[src/rtl/fp32_pkg.sv]
// Shared fp32 constants, operand class struct and unpacker FSM states.
package fp32_pkg;

  localparam int FP32_BIAS        = 127;
  localparam int FP32_EXP_DENORM  = -126;
  localparam int FP32_EXP_SPECIAL = 128;

  localparam int FP32_EXP_W  = 8;
  localparam int FP32_MANT_W = 23;
  localparam int FP32_SIG_W  = 24;

  typedef enum logic [1:0] {
    IDLE,
    NORM,
    HOLD
  } state_e;

  typedef struct packed {
    logic zero;
    logic denorm;
    logic norm;
    logic inf;
    logic nan;
  } fp32_class_t;

endpackage

[src/rtl/Fp32Decoder.sv]
// Combinational fp32 field split and one-hot class decode.
module Fp32Decoder
  import fp32_pkg::*;
(
  input  logic [31:0]            in_data,
  output logic                   sign,
  output logic [FP32_EXP_W-1:0]  exp_raw,
  output logic [FP32_MANT_W-1:0] mant,
  output logic                   is_zero,
  output logic                   is_denorm,
  output logic                   is_norm,
  output logic                   is_inf,
  output logic                   is_nan
);

  logic exp_zero;
  logic exp_ones;
  logic mant_zero;

  always_comb begin
    sign      = in_data[31];
    exp_raw   = in_data[30:23];
    mant      = in_data[22:0];
    exp_zero  = (exp_raw == '0);
    exp_ones  = (exp_raw == '1);
    mant_zero = (mant == '0);
    is_zero   = exp_zero & mant_zero;
    is_denorm = exp_zero & ~mant_zero;
    is_norm   = ~exp_zero & ~exp_ones;
    is_inf    = exp_ones & mant_zero;
    is_nan    = exp_ones & ~mant_zero;
  end

endmodule

[src/rtl/fp32_unpacker.sv]
// fp32 operand unpacker with iterative denormal normalization.
// Define FP32_UNPACK_DAZ_EN to flush denormals to zero (no NORM state/shifter).
module fp32_unpacker
  import fp32_pkg::*;
#(
  parameter int unsigned SHIFT_STEP = 1,
  parameter int unsigned EXP_W      = 10
) (
  input  logic                    clk,
  input  logic                    rst_n,
  input  logic                    in_valid,
  output logic                    in_ready,
  input  logic [31:0]             in_data,
  output logic                    out_valid,
  input  logic                    out_ready,
  output logic                    out_sign,
  output logic signed [EXP_W-1:0] out_exp,
  output logic [FP32_SIG_W-1:0]   out_sig,
  output logic                    out_is_zero,
  output logic                    out_is_denorm,
  output logic                    out_is_norm,
  output logic                    out_is_inf,
  output logic                    out_is_nan
);

  logic                   dec_sign;
  logic [FP32_EXP_W-1:0]  dec_exp;
  logic [FP32_MANT_W-1:0] dec_mant;
  logic dec_zero, dec_denorm, dec_norm, dec_inf, dec_nan;

  Fp32Decoder u_dec (
    .in_data   (in_data),
    .sign      (dec_sign),
    .exp_raw   (dec_exp),
    .mant      (dec_mant),
    .is_zero   (dec_zero),
    .is_denorm (dec_denorm),
    .is_norm   (dec_norm),
    .is_inf    (dec_inf),
    .is_nan    (dec_nan)
  );

  state_e                  state_q, state_d;
  logic                    sign_q, sign_d;
  logic [EXP_W-1:0]        exp_q, exp_d;
  logic [FP32_SIG_W-1:0]   sig_q, sig_d;
  fp32_class_t             cls_q, cls_d;
  logic                    accept;
`ifndef FP32_UNPACK_DAZ_EN
  logic [3:0]              shamt;
`endif

  always_comb begin
    state_d  = state_q;
    sign_d   = sign_q;
    exp_d    = exp_q;
    sig_d    = sig_q;
    cls_d    = cls_q;
`ifndef FP32_UNPACK_DAZ_EN
    shamt    = 4'd0;
`endif
    in_ready = (state_q == IDLE) | ((state_q == HOLD) & out_ready);
    accept   = in_valid & in_ready;

    case (state_q)
      NORM: begin
`ifndef FP32_UNPACK_DAZ_EN
        // Leave NORM only once the registered significand is normalized.
        if (sig_q[FP32_SIG_W-1]) begin
          state_d = HOLD;
        end else begin
          shamt = (sig_q[FP32_SIG_W-1 -: SHIFT_STEP] == '0) ? 4'(SHIFT_STEP) : 4'd1;
          sig_d = sig_q << shamt;
          exp_d = exp_q - EXP_W'(shamt);
        end
`else
        state_d = IDLE;
`endif
      end
      HOLD: begin
        if (out_ready & ~in_valid) state_d = IDLE;
      end
      default: ;
    endcase

    if (accept) begin
      sign_d = dec_sign;
      cls_d  = '{zero: dec_zero, denorm: dec_denorm, norm: dec_norm,
                 inf: dec_inf, nan: dec_nan};
      state_d = HOLD;
      if (dec_norm) begin
        exp_d = EXP_W'(dec_exp) - EXP_W'(FP32_BIAS);
        sig_d = {1'b1, dec_mant};
      end else if (dec_zero) begin
        exp_d = '0;
        sig_d = '0;
      end else if (dec_inf | dec_nan) begin
        exp_d = EXP_W'(FP32_EXP_SPECIAL);
        sig_d = {1'b0, dec_mant};
      end else begin
`ifdef FP32_UNPACK_DAZ_EN
        cls_d.zero   = 1'b1;
        cls_d.denorm = 1'b0;
        exp_d        = '0;
        sig_d        = '0;
`else
        exp_d   = EXP_W'(FP32_EXP_DENORM);
        sig_d   = {1'b0, dec_mant};
        state_d = NORM;
`endif
      end
    end
  end

  always_ff @(posedge clk or negedge rst_n) begin
    if (!rst_n) begin
      state_q <= IDLE;
      sign_q  <= 1'b0;
      exp_q   <= '0;
      sig_q   <= '0;
      cls_q   <= '0;
    end else begin
      state_q <= state_d;
      sign_q  <= sign_d;
      exp_q   <= exp_d;
      sig_q   <= sig_d;
      cls_q   <= cls_d;
    end
  end

  assign out_valid     = (state_q == HOLD);
  assign out_sign      = sign_q;
  assign out_exp       = exp_q;
  assign out_sig       = sig_q;
  assign out_is_zero   = cls_q.zero;
  assign out_is_denorm = cls_q.denorm;
  assign out_is_norm   = cls_q.norm;
  assign out_is_inf    = cls_q.inf;
  assign out_is_nan    = cls_q.nan;

endmodule

[config.mk]
export PLATFORM = sky130hd
export DESIGN_NAME = fp32_unpacker
export DESIGN_NICKNAME = d
export VERILOG_FILES = /design/src/rtl/fp32_pkg.sv /design/src/rtl/Fp32Decoder.sv /design/src/rtl/fp32_unpacker.sv
export SDC_FILE = /design/constraint.sdc
export NUM_CORES = 1
export LEC_CHECK = 0
export CORE_ASPECT_RATIO = 1.2
export CORE_MARGIN = 3
export CORE_UTILIZATION = 41
export DETAILED_ROUTE_END_ITERATION = 6
export GPL_ROUTABILITY_DRIVEN = 1
export GPL_TIMING_DRIVEN = 0
export PLACE_DENSITY = 0.81
export SETUP_SLACK_MARGIN = 0.02
export SLEW_MARGIN = 30
export SYNTH_ARGS = -nofsm -noshare
export SYNTH_HDL_FRONTEND = slang
export SYNTH_SLANG_ARGS = --single-unit
export TNS_END_PERCENT = 50
[constraint.sdc]
create_clock -name clk -period 1.9 [get_ports clk]
set_clock_uncertainty 0.05 [all_clocks]
set_input_delay 0.57 -clock clk [delete_from_list [all_inputs] [get_ports clk]]
set_output_delay 0.57 -clock clk [all_outputs]
set_load 0.02 [all_outputs]
Word level (Yosys, flattened, before mapping)
Index checks and enable logic that the tools add are counted.

word-level totals
  register bits = 42
  input port bits = 36
  output and inout bits = 42
  word-level logic and storage cells = 57

operators by class
  add/subtract/negate cells = 2
  equal/unequal tests = 6
  muxes and demuxes = 18
  bitwise operators = 14
  reduce and logical (&&, ||, !) cells = 7

operator list
  cell                     number
  $mux W24                 4
  $mux W10                 6
  $logic_not A23 Y1        1
  $mux W23                 1
  $mux W2                  6
  $sub A10 B1 Y10 const B  1
  $sub A8 B7 Y9 const B    1
  $and A1 B1 Y1            8
  $eq A8 B8 Y1 const B     1
  $logic_not A8 Y1         1
  $not A1 Y1               4
  $pmux W2 S2              1
  $ne A3 B1 Y1 const B     1
  $ne A3 B3 Y1 const B     1
  $reduce_and A3 Y1        1
  $reduce_bool A3 Y1       1
  $eq A2 B1 Y1 const B     1
  $eq A2 B2 Y1 const B     1
  $logic_not A2 Y1         1
  $ne A2 B1 Y1 const B     1
  $or A1 B1 Y1             2
  $reduce_and A2 Y1        1
  $reduce_bool A2 Y1       1

Longest topological paths before layout
  depth in word-level cells = 8
  gate-level depth with buffers = 9
  depth with buffers taken out = 7

Cells and area by module
Synthesis repeated with hierarchy kept, for this count alone.

second synthesis, totals
  cell total of the unflattened synthesis = 300
  area, all modules = 2572.5 µm²

by module, submodules not included
  module         instances  cells an instance  area an instance (µm²)  sequential area each (µm²)
  fp32_unpacker  1          247                2190.9                  1051.0
  Fp32Decoder    1          53                 381.6                   0.0

Worst setup path after synthesis
OpenSTA, ideal clock, no wires.

  kind = input to register
  from = in in_data[23]
  to = reg sig_q[17], in the netlist out_sig[17]
  library setup time = 0.124 ns
  arrival = 2.278 ns
  data required time = 1.726 ns
  path slack = -0.552 ns
  stages on the path = 9
  path buffers = 2
  cell sequence = inv_1 ha_1 or4b_4 or2_1 buf_6 o31a_4 buf_6 a221oi_2 nor2_1

on the way
  word-level cells in the longest chain between the ends = 5
  elaborated cells on any way between the ends = 9
  classes of those cells = eq/ne (1); mux (3); bitwise (4); reduce/logical (1)

ends and longest elaborated chain
  element                                                  RTL line                                source
  start: declaration                                       fp32_unpacker.sv:13                     input logic [31:0] in_data,
  $logic_not A8 Y1 / $eq A8 B8 Y1 (equally long branches)  Fp32Decoder.sv:24, Fp32Decoder.sv:25
  $and A1 B1 Y1 / $not A1 Y1 (equally long branches)       Fp32Decoder.sv:27, Fp32Decoder.sv:29
  $mux W23 / $and A1 B1 Y1 (equally long branches)         fp32_unpacker.sv:94, Fp32Decoder.sv:29
  $mux W24 *                                               fp32_unpacker.sv:91                     if (dec_norm) begin
  $mux W24 *                                               fp32_unpacker.sv:86                     if (accept) begin
  end signal: assignment                                   fp32_unpacker.sv:126                    sig_q <= sig_d;
  end: declaration                                         fp32_unpacker.sv:46                     logic [FP32_SIG_W-1:0] sig_q, sig_d;

Mark *: on every way between the ends. The rest lies on a longest branch, timed or not.
A chain may end at the register's enable or synchronous reset.

Worst setup path after layout
  from = in in_data[23]
  to = reg sig_q[5], in the netlist out_sig[5]

The elaborated chain is that of the path after synthesis.

==> flow_summary.ini <==
[run_status]
status = finished, violations left
failed_checks = setup timing

[global_routing]
grt_overflow = 0
grt_pass1_vias = 2372
antenna_found_initial = 0
grt_pass1_wl_um = 11540
track_usage_pct = 22.74
grt_max_degree = 28

[yosys]
synth_top_area_cell = dfrtp_1
ys_seq_elements = 42
synth_edf_count = 0
synth_cells = 244
synthTopCellsByCount = 58 x nor2_1, 42 x dfrtp_1, 19 x nand2_1
ys_warn_count = 0
synth_top_area_share_pct = 45.11
yosysMostFrequentCell = nor2_1
synth_seq_area_share_pct = 45.11
synth_area_um2 = 2330
synth.distinct_cells = 39
synth_flop_cell = dfrtp_1
syn-num-nets = 283
synth.area.top_cells = dfrtp_1 45%, a221oi_2 11%, nor2_1 9.3%, nand2_1 3.1%, o21a_1 2.3%
synthArstFlopShare_pct = 100.0
syn-mean-instance-area_um2 = 9.548

[worst_setup_path]
worstSetupStartpointType = primary input
r2r_slack_ps = -280
crit_required_ps = 2040
crit_buf_inv = 3
cpPeakStageDelay_ps = 460
crit_type = in -> reg
r2r_cells = 6
cp_common_cell = buf_12
critical_path.slowest_cell = or4b_4
end_kind = flop
crit_chain = buf_12, inv_12, ha_4, or4b_4, or2_4, o31a_4, buf_12, a221oi_4, nor2_1
path_delay_family = simple AND/OR/NAND/NOR gates
cp.arrival_ps = 2470
r2r_end = out_sig[14]
worst-path-max-fanout = 7
r2r_start = state_q[0]

[final_layout]
fillers = 406
instances_no_fill = 409
design_area_um2 = 3671
seq_area_um2 = 1051
final_layout_size_suffix_gt1_share_pct = 28.53
multi_input_area_um2 = 1440
antennaDiodeCount = 0
area_growth_syn_to_layout_pct = 57.57
nNetsFinal = 385

[timing]
relSlewSlack_pct = 63.65
fmax_mhz = 428.8
drv_slew = 0
worst_pin_slew_ps = 545.2
final-setup-viol-count = 34
hold_viol = 0
rsz0062_at_grt = yes
finalCritPeriodShare_pct = 122.7
fin_ws_ps = -432.1
fin_crit_ps = 2332

[route]
top_layer_used = met4
vias = 2457
first_iter_violations = 156
ant_nets = 0
vias_per_cell = 6.007
dr_wl_met2_um = 3728
drc = 0
wl_met1_um = 2984
detail_route.wl_per_cell_um = 18.51
wl_um = 7572
drt-pass1-iter-count = 4
wl_met3_um = 576

[clocking]
clockBufferDepth = 2
root_buffer = clkbuf_8
path_clk_slew_ps = 90
cts.sinks = 42
h-tree-depth = 2
cts_made_buffers = 5
clock_latency_ps = 300
cts_tree = yes

[hold_path]
worstHoldPathType = in -> async

[floorplan]
die_w_um = 74.82
die_y_um = 88.58
core-area_um2 = 5406
rows = 29
io_pins = 78
die_area_um2 = 6627
start_util_pct = 43.09

[placement]
dpl-instance-area_um2 = 3227
place_inst = 384
port_buffers = 77
dpl.hpwl_um = 5000
gp_congestion = 0.8368

[job]
drv_cap = 0

[power]
p_leak_nw = 1.425
power.density_nw_per_um2 = 479.2
peakVddDrop_v = 0.0004208
kinds of logic (layout without fill, tap and decap cells):
logic type	after synthesis	after routing	share of synthesized area (%)
and+or+nand+nor	114	114	22.29
AOI/OAI and AO/OA	61	61	24.76
DFF	42	42	45.11
buffers and inverters	18	121	3.974
xor gates and xnor gates	6	6	2.256
adders and majority gates	3	3	1.611
worst max path at each step:
stage                startpoint     endpoint  slack (ps)  depth (start not counted)
floorplan           in_data[23]  out_sig[18]        -500                          9
global placement    in_data[23]   out_sig[7]       -1300                         10
detailed placement  in_data[23]  out_sig[13]       -1340                         10
CTS                 in_data[23]  out_sig[19]        -440                         10
global route        in_data[23]  out_sig[13]        -480                          9
finish              in_data[23]   out_sig[5]        -430                          9
cells in the final DEF, fill, tap and decap left out, drive strengths merged, types with 4 or more instances in the layout:
| master | Yosys | layout |
|---|---|---|
| a21oi | 4 | 4 |
| nand3 | 10 | 10 |
| nor3 | 5 | 5 |
| buf | 5 | 31 |
| dfrtp | 42 | 42 |
| a221oi | 21 | 21 |
| nand2 | 19 | 19 |
| nor2 | 58 | 58 |
| clkbuf | 7 | 21 |
| o21a | 7 | 7 |
| o22ai | 4 | 4 |
| a31oi | 5 | 5 |
| dlygate4sd2 | 0 | 47 |
| o21ai | 5 | 5 |
| nor4 | 7 | 7 |
| inv | 6 | 6 |
| clkdlybuf4s50 | 0 | 10 |
where the power goes:
group          internal, mW  switching (mW)
registers             0.893               0
logic                0.0725          0.0808
clock network         0.394           0.319
registers in the layout (all words and copies together) (netlist names):
name / cells
out_exp: 10
out_is_denorm: 1
out_is_inf: 1
out_is_nan: 1
out_is_norm: 1
out_is_zero: 1
out_sig: 24
out_sign: 1
state_q: 2
layout make-up:
class | instances | share of cell area, %
clock inverter | 1 | 0.8180
tap | 62 | 2.113
timing repair buffer | 96 | 23.72
buffer | 11 | 2.318
sequential | 42 | 28.63
multi-input combinational | 184 | 39.23
inverter | 6 | 1.091
clock buffer | 7 | 2.079
metal layers:
layer,track usage [%],vias up
met5,0,-
met4,8.900,0
met3,6.591,27
met2,36.45,107
met1,28.79,1206
li1,-,1117
timing repair:
action / CTS / global route
buffers inserted: 10 / 6
hold endpoints to repair: 0 / 0
pin swaps: 21 / 26
gates resized for setup: 127 / 43
endpoints found under the setup margin: 82 / 45
gates cloned: 1 / 1
hold buffers: 0 / 0
stage by stage:
| stage | setup TNS [ps] | setup slack [ps] | hold slack (ps) | power, mW | utilization [%] |
|---|---|---|---|---|---|
| 2_1_floorplan | -11940 | -496.0 | 224.4 | 0.9363 | - |
| 3_3_place_gp | -84810 | -1298 | 410.2 | 1.057 | 59.41 |
| 3_5_place_dp | -46310 | -1340 | 419.1 | 1.062 | 59.69 |
| 4_1_cts | -10400 | -439.8 | 149.1 | 1.754 | 64.75 |
| 5_1_grt | -11450 | -484.3 | 154.9 | 1.826 | 67.90 |
| 6_report | -9832 | -432.1 | 144.1 | 1.759 | 67.90 |
No activity file was read; power rests on OpenSTA's default activity.
